<file path="src/rtl/control_if.sv">
// control_if: decode bus between the instruction fetch side and the main
// control unit.
//   opcode     4  instruction opcode field (fetch -> control)
//   alu_op     2  ALU class: 00 add, 01 sub/compare, 10 R-type, 11 AND-imm
//   reg_dst    1  destination register from rd (1) or rt (0)
//   beq        1  branch-if-equal instruction
//   reg_write  1  register-file write enable
//   jump       1  unconditional jump
//   alu_src    1  ALU operand B is the sign-extended immediate
//   mem_to_reg 1  write-back data comes from data memory
//   mem_read   1  data-memory read enable
//   mem_write  1  data-memory write enable
//   illegal_op 1  sticky undefined-opcode flag (only with CONTROL_ILLEGAL_TRAP_EN)
// Modports: master = opcode source / decode consumer, slave = control unit.
interface control_if;
  logic [3:0] opcode;
  logic [1:0] alu_op;
  logic       reg_dst;
  logic       beq;
  logic       reg_write;
  logic       jump;
  logic       alu_src;
  logic       mem_to_reg;
  logic       mem_read;
  logic       mem_write;
`ifdef CONTROL_ILLEGAL_TRAP_EN
  logic       illegal_op;
`endif

  modport master (
`ifdef CONTROL_ILLEGAL_TRAP_EN
    input  illegal_op,
`endif
    output opcode,
    input  alu_op, reg_dst, beq, reg_write, jump,
    input  alu_src, mem_to_reg, mem_read, mem_write
  );

  modport slave (
`ifdef CONTROL_ILLEGAL_TRAP_EN
    output illegal_op,
`endif
    input  opcode,
    output alu_op, reg_dst, beq, reg_write, jump,
    output alu_src, mem_to_reg, mem_read, mem_write
  );
endinterface

</file>
<file path="src/rtl/control.sv">
// control: main control unit. Decodes the 4-bit opcode into datapath
// control strobes; every output is a flop, so a decode appears one clock
// after its opcode is sampled and is glitch-free.
// Ports:
//   clk    1  rising-edge clock
//   reset  1  synchronous active-high; clears all output registers
//   bus    control_if.slave (opcode in, decoded strobes out)
// Optional feature macro: CONTROL_ILLEGAL_TRAP_EN adds a sticky illegal_op
// flag set by any opcode in 8-15. Without it, 8-15 decode as NOP.
module control (
  input  logic      clk,
  input  logic      reset,
  control_if.slave  bus
);

  logic [1:0] w_alu_op;
  logic       w_reg_dst;
  logic       w_beq;
  logic       w_reg_write;
  logic       w_jump;
  logic       w_alu_src;
  logic       w_mem_to_reg;
  logic       w_mem_read;
  logic       w_mem_write;

  logic [1:0] r_alu_op;
  logic       r_reg_dst;
  logic       r_beq;
  logic       r_reg_write;
  logic       r_jump;
  logic       r_alu_src;
  logic       r_mem_to_reg;
  logic       r_mem_read;
  logic       r_mem_write;

  // Combinational decode. Everything defaults to the NOP pattern, so
  // opcodes 7-15 fall through with no write enables asserted.
  always_comb begin
    w_alu_op     = 2'b00;
    w_reg_dst    = 1'b0;
    w_beq        = 1'b0;
    w_reg_write  = 1'b0;
    w_jump       = 1'b0;
    w_alu_src    = 1'b0;
    w_mem_to_reg = 1'b0;
    w_mem_read   = 1'b0;
    w_mem_write  = 1'b0;
    case (bus.opcode)
      4'd0: begin // R-type
        w_reg_dst   = 1'b1;
        w_reg_write = 1'b1;
        w_alu_op    = 2'b10;
      end
      4'd1: begin // ADDI
        w_alu_src   = 1'b1;
        w_reg_write = 1'b1;
      end
      4'd2: begin // LW
        w_alu_src    = 1'b1;
        w_mem_to_reg = 1'b1;
        w_mem_read   = 1'b1;
        w_reg_write  = 1'b1;
      end
      4'd3: begin // SW
        w_alu_src   = 1'b1;
        w_mem_write = 1'b1;
      end
      4'd4: begin // BEQ
        w_beq    = 1'b1;
        w_alu_op = 2'b01;
      end
      4'd5: begin // J
        w_jump = 1'b1;
      end
      4'd6: begin // ANDI
        w_alu_src   = 1'b1;
        w_reg_write = 1'b1;
        w_alu_op    = 2'b11;
      end
      default: ; // NOP and undefined opcodes
    endcase
  end

  always_ff @(posedge clk) begin
    if (reset) begin
      r_alu_op     <= 2'b00;
      r_reg_dst    <= 1'b0;
      r_beq        <= 1'b0;
      r_reg_write  <= 1'b0;
      r_jump       <= 1'b0;
      r_alu_src    <= 1'b0;
      r_mem_to_reg <= 1'b0;
      r_mem_read   <= 1'b0;
      r_mem_write  <= 1'b0;
    end else begin
      r_alu_op     <= w_alu_op;
      r_reg_dst    <= w_reg_dst;
      r_beq        <= w_beq;
      r_reg_write  <= w_reg_write;
      r_jump       <= w_jump;
      r_alu_src    <= w_alu_src;
      r_mem_to_reg <= w_mem_to_reg;
      r_mem_read   <= w_mem_read;
      r_mem_write  <= w_mem_write;
    end
  end

  assign bus.alu_op     = r_alu_op;
  assign bus.reg_dst    = r_reg_dst;
  assign bus.beq        = r_beq;
  assign bus.reg_write  = r_reg_write;
  assign bus.jump       = r_jump;
  assign bus.alu_src    = r_alu_src;
  assign bus.mem_to_reg = r_mem_to_reg;
  assign bus.mem_read   = r_mem_read;
  assign bus.mem_write  = r_mem_write;

`ifdef CONTROL_ILLEGAL_TRAP_EN
  logic r_illegal_op;

  // Opcodes 8-15 are exactly those with the MSB set; once seen, the flag
  // holds until reset.
  always_ff @(posedge clk) begin
    if (reset) begin
      r_illegal_op <= 1'b0;
    end else begin
      r_illegal_op <= r_illegal_op | bus.opcode[3];
    end
  end

  assign bus.illegal_op = r_illegal_op;
`endif

endmodule

</file>
<file path="src/flat_wrapper.sv">
// flat-port wrapper written by rule: the top's interface ports become plain ports
module control_flat 
  (clk, reset, bus_opcode, bus_alu_op, bus_reg_dst, bus_beq, bus_reg_write, bus_jump, bus_alu_src, bus_mem_to_reg, bus_mem_read, bus_mem_write);
  control_if bus_i ();
  input  logic clk;
  input  logic reset;
  input wire logic [$bits(bus_i.opcode)-1:0] bus_opcode;
  output wire logic [$bits(bus_i.alu_op)-1:0] bus_alu_op;
  output wire logic [$bits(bus_i.reg_dst)-1:0] bus_reg_dst;
  output wire logic [$bits(bus_i.beq)-1:0] bus_beq;
  output wire logic [$bits(bus_i.reg_write)-1:0] bus_reg_write;
  output wire logic [$bits(bus_i.jump)-1:0] bus_jump;
  output wire logic [$bits(bus_i.alu_src)-1:0] bus_alu_src;
  output wire logic [$bits(bus_i.mem_to_reg)-1:0] bus_mem_to_reg;
  output wire logic [$bits(bus_i.mem_read)-1:0] bus_mem_read;
  output wire logic [$bits(bus_i.mem_write)-1:0] bus_mem_write;
  assign bus_i.opcode = bus_opcode;
  assign bus_alu_op = bus_i.alu_op;
  assign bus_reg_dst = bus_i.reg_dst;
  assign bus_beq = bus_i.beq;
  assign bus_reg_write = bus_i.reg_write;
  assign bus_jump = bus_i.jump;
  assign bus_alu_src = bus_i.alu_src;
  assign bus_mem_to_reg = bus_i.mem_to_reg;
  assign bus_mem_read = bus_i.mem_read;
  assign bus_mem_write = bus_i.mem_write;
  control u_core (.clk(clk), .reset(reset), .bus(bus_i));
endmodule
</file>
<file path="config.mk">
export PLATFORM = sky130hd
export DESIGN_NAME = control_flat
export DESIGN_NICKNAME = d
export VERILOG_FILES = /design/src/rtl/control_if.sv /design/src/rtl/control.sv /design/src/flat_wrapper.sv
export SDC_FILE = /design/constraint.sdc
export NUM_CORES = 1
export LEC_CHECK = 0
export ABC_CLOCK_PERIOD_IN_PS = 2070
export BUFFER_PORTS_ARGS = -buffer_cell sky130_fd_sc_hd__buf_2
export CAP_MARGIN = 40
export CORE_AREA = 2 2 39 41
export DETAILED_ROUTE_END_ITERATION = 12
export DIE_AREA = 0 0 41 43
export PLACE_DENSITY_LB_ADDON = 0.2
export SLEW_MARGIN = 25
export SYNTH_ARGS = -nofsm -noshare
export SYNTH_HDL_FRONTEND = slang
export SYNTH_SLANG_ARGS = --single-unit
</file>
<file path="constraint.sdc">
create_clock -name clk -period 2.07 [get_ports clk]
set_clock_uncertainty 0.15 [all_clocks]
set_input_delay 0.414 -clock clk [delete_from_list [all_inputs] [get_ports clk]]
set_output_delay 0.414 -clock clk [all_outputs]
set_load 0.02 [all_outputs]
</file>
Word-level counts from Yosys, hierarchy flattened
Index checks and enable logic that the tools add are counted.

word-level totals
  register bits = 9
  input port bits = 6

operators by class
  equality and inequality tests = 6
  mux-type cells = 8
  reductions and logical operators = 3

operators by type and width
  cell                  number
  $eq A4 B3 Y1 const B  3
  $eq A4 B2 Y1 const B  2
  $reduce_or A4 Y1      2
  $mux W1               7
  $pmux W2 S3           1
  $eq A4 B1 Y1 const B  1
  $logic_not A4 Y1      1

Longest topological paths before layout
  word-level depth = 3
  depth in mapped cells = 3
  mapped depth without buffers = 2

Worst setup path before layout
Ideal clock, no wire load.

  path type = input to register
  start point = input port bus_opcode[3]
  end point = register u_core.r_alu_op[1] (netlist: u_core.bus.alu_op[1])
  arrival time = 0.962 ns
  data required time = 1.832 ns
  slack = 0.870 ns
  stages on the path = 3
  cells stage by stage = or2_0 > buf_2 > nor4_2

on the way
  word-level cells in the longest chain between the ends = 2

RTL lines
  item                                              RTL line           text
  start: declaration                                flat_wrapper.sv:7  input wire logic [$bits(bus_i.opcode)-1:0] bus_opcode;
  $eq A4 B3 Y1 or $logic_not A4 Y1 (tied branches)  control.sv:48      case (bus.opcode)
  $pmux W2 S3 *                                     control.sv:48
  end signal: assignment                            control.sv:96      r_alu_op <= w_alu_op;
  end: declaration                                  control.sv:26      logic [1:0] r_alu_op;

Mark *: on every way between the ends. The rest lies on a longest branch, timed or not.
A chain may end at the register's enable or synchronous reset.

Final worst setup path
  start point = register u_core.r_mem_to_reg (netlist: u_core.bus.mem_to_reg)
  end point = output port bus_mem_to_reg

RTL lines
  item                      RTL line            text
  start: declaration        control.sv:32       logic r_mem_to_reg;
  start signal: assignment  control.sv:102      r_mem_to_reg <= w_mem_to_reg;
  end: declaration          flat_wrapper.sv:14  output wire logic [$bits(bus_i.mem_to_reg)-1:0] bus_mem_to_reg;

No word-level cell between the ends.

==> summary.txt <==
Final layout
  • Area of all sequential standard cells: between 150 and 200 µm²
  • Count of filler cells inserted in the layout: ~150
  • Share of final-layout standard cells stronger than drive strength 1: between 40% and 50%
  • Max reg flops: 2
  • Final #Nets: 49
  • Area of the multi-input gates: 97.59 µm²
  • Antenna fix cells: 0
  • Area overhead of the layout relative to synthesis: 35.17%

Timing
  • RSZ-0062 raised after global routing: false
  • Max Clk Rate: just under 800 MHz
  • Setup total negative slack: 0 ns
  • Min Tclk post-route: approximately 1.3 ns
  • Number of hold-slack violations in the final timing report: 0
  • Minimum hold slack: 0.2383 ns
  • Setup violators final: 0
  • Crit share post-route: a little over three fifths
  • Max-slew headroom at the worst pin: between 70% and 80%
  • Final slew viol count: 0
  • Transition time of the tightest slew-check pin: approximately 0.32 ns

Clock tree
  • Clock Pin Slew Worst Setup and Hold Paths: about 0.060 ns
  • Post-CTS Hold Buffers: 0
  • Cell chosen for the clock root: sky130_fd_sc_hd__clkbuf_4
  • Number of sinks on the clock net: 9
  • Number of buffers inserted by post-CTS setup repair: 0
  • Clock buffer depth: 2
  • CTS HTree Levels: 1
  • Number of buffers inserted during clock tree synthesis: 3
  • Number of gates resized after cts: 0
  • Clock tree from TritonCTS: built

Worst hold path
  • Worst hold path cell count: 2
  • Class of the most critical hold timing path: input pin to flip-flop
  • Startpoint of the tightest hold check path: bus_opcode[1]
  • Destination of the worst hold path: u_core.bus.reg_dst$_SDFF_PP0_

Placed design
  • Placer congestion estimate: about 0.72
  • Port bufs: 15

Worst setup path
  • Crit-path max cell delay: 0.32 ns
  • Endpoint class of the critical path: primary output
  • Worst path required time: ~1.5 ns
  • Arrival time worst endpoint: around 0.73 ns
  • Critical path's top delay family: flip-flops
  • Library cell contributing the largest single delay on the critical path: sky130_fd_sc_hd__dfxtp_1
  • Crit Path Category: flip-flop to primary output
  • Startpoint kind of the worst setup timing path: flip-flop
  • Crit path max fanout: 2
  • Cell-by-cell trace of the critical path: buf_2
  • Number of buffer and inverter instances along the worst setup path: 1

Floorplan
  • Top-level port count: 16
  • Die area: 1763 µm²
  • Y dimension of the die: 43 µm
  • Area inside the core boundary: about 1400 µm²
  • Horiz. Die Dim: 41 µm
  • Initial core utilization: about a fifth
  • Site Rows: 14

Drt
  • Total wire length after detailed routing: between 500 and 600 µm
  • Drt first-iter violations: 3
  • Drt drc: 0
  • Via count of the routed design: around 230
  • Average wire length per cell after detail routing: slightly below 9 µm
  • First-pass iteration count of the detailed router: 2
  • Mean number of vias per cell: around 4.0
  • Antenna Nets Post-Route: 0

Job
  • Max-cap violations: 0

Synthesis
  • Top area cells in the synthesized netlist: sky130_fd_sc_hd__dfxtp_1 (61%), sky130_fd_sc_hd__a211oi_1 (5.1%), sky130_fd_sc_hd__nor3b_1 (5.1%)
  • Post-Syn Nets: 32
  • Yosys top cell area share: between 60 and 70%
  • Post-synthesis cell type count: 12
  • Leading area contributor after synthesis: sky130_fd_sc_hd__dfxtp_1
  • Top-count cell post-synth: sky130_fd_sc_hd__dfxtp_1
  • Total of flip-flops plus latches after synthesis: 9
  • Post-Syn Area per Cell: between 10 and 15 µm²
  • Share of flip-flops with an asynchronous set or reset after synthesis: 0%
  • Share of the yosys chip area belonging to registers: roughly 61%
  • Synthesized instance count: 26
  • Count of flip-flops with a built-in enable after synthesis: 0
  • Synthesized cell area: ~300 µm²
  • Most used flip-flop cell after synthesis: sky130_fd_sc_hd__dfxtp_1
  • Warnings, synthesis: 0

Global routing
  • Total GRT Usage: about 7%
  • Wire length of the first global-routing pass: approximately 720 µm
  • Vias in the first global route: about 180
  • Global route total overflow: 0
  • Antenna violations before repair: 0
  • Largest net degree at the start of global routing: 10

Pwr
  • Power after layout: 341.6 µW
  • Maximum vdd drop: around 0.34 mV
  • Leak pwr: ~0.2 nW
  • Power density cells: ~860 nW/µm²

Run status
  • Status: complete, no violations
==> worst max-delay path by stage <==
stage,slack (ns),start,depth (start not counted),end
2_1_floorplan,0.87,bus_opcode[3],3,u_core.bus.alu_op[1]$_SDFF_PP0_
3_3_place_gp,0.71,bus_opcode[3],3,u_core.bus.alu_op[1]$_SDFF_PP0_
3_5_place_dp,0.71,bus_opcode[3],3,u_core.bus.alu_op[1]$_SDFF_PP0_
4_1_cts,0.76,u_core.bus.mem_to_reg$_SDFF_PP0_,1,bus_mem_to_reg
5_1_grt,0.74,u_core.bus.mem_to_reg$_SDFF_PP0_,1,bus_mem_read
6_report,0.78,u_core.bus.mem_to_reg$_SDFF_PP0_,1,bus_mem_to_reg
==> cells in the final DEF, fill, tap and decap left out <==
cell	count
sky130_fd_sc_hd__nor4_2	1
sky130_fd_sc_hd__buf_2	15
sky130_fd_sc_hd__and3_1	2
sky130_fd_sc_hd__nor4_1	1
sky130_fd_sc_hd__and4b_1	1
sky130_fd_sc_hd__clkbuf_1	1
sky130_fd_sc_hd__or2_0	1
sky130_fd_sc_hd__nor2b_1	2
sky130_fd_sc_hd__a211oi_1	2
sky130_fd_sc_hd__nor3b_1	2
sky130_fd_sc_hd__clkbuf_4	3
sky130_fd_sc_hd__nor2_1	2
sky130_fd_sc_hd__dfxtp_1	9
==> cell families after synthesis <==
family                 synth area share, %
and+or+nand+nor                      27.97
DFF                                  61.02
AOI/OAI and AO/OA                    5.083
buffers and inverters                5.933
==> where the power goes <==
part | internal, mW | total [mW] | switching (mW)
sequential | 0.178 | 0.179 | 0.000916
clock | 0.0741 | 0.132 | 0.0584
combinational | 0.0115 | 0.0304 | 0.0188
==> layout make-up <==
class / count / share of cell area, %
multi-input cells: 14 / 24.45
flip-flops and latches: 9 / 45.14
well taps: 16 / 5.016
repair buffers: 15 / 18.81
clock buffers: 4 / 6.583
==> metrics by stage <==
step | worst slack [ns] | util [%] | instances | instance area, µm²
2_1_floorplan | 0.8699 | - | 26 | 295.3
3_3_place_gp | 0.7119 | 26.94 | 54 | 372.9
3_5_place_dp | 0.7108 | 26.94 | 54 | 372.9
4_1_cts | 0.7576 | 28.84 | 58 | 399.1
5_1_grt | 0.7368 | 28.84 | 58 | 399.1
6_report | 0.7754 | 28.84 | 58 | 399.1
==> metal layers <==
metal,vias up,routed length (µm),GRT usage [%]
met2,14,170,6.250
li1,122,-,-
met1,92,233,8.091
met4,0,27,10.00
met3,4,78,4.712
met5,-,0,0
Power figures use the tool's default switching activity.
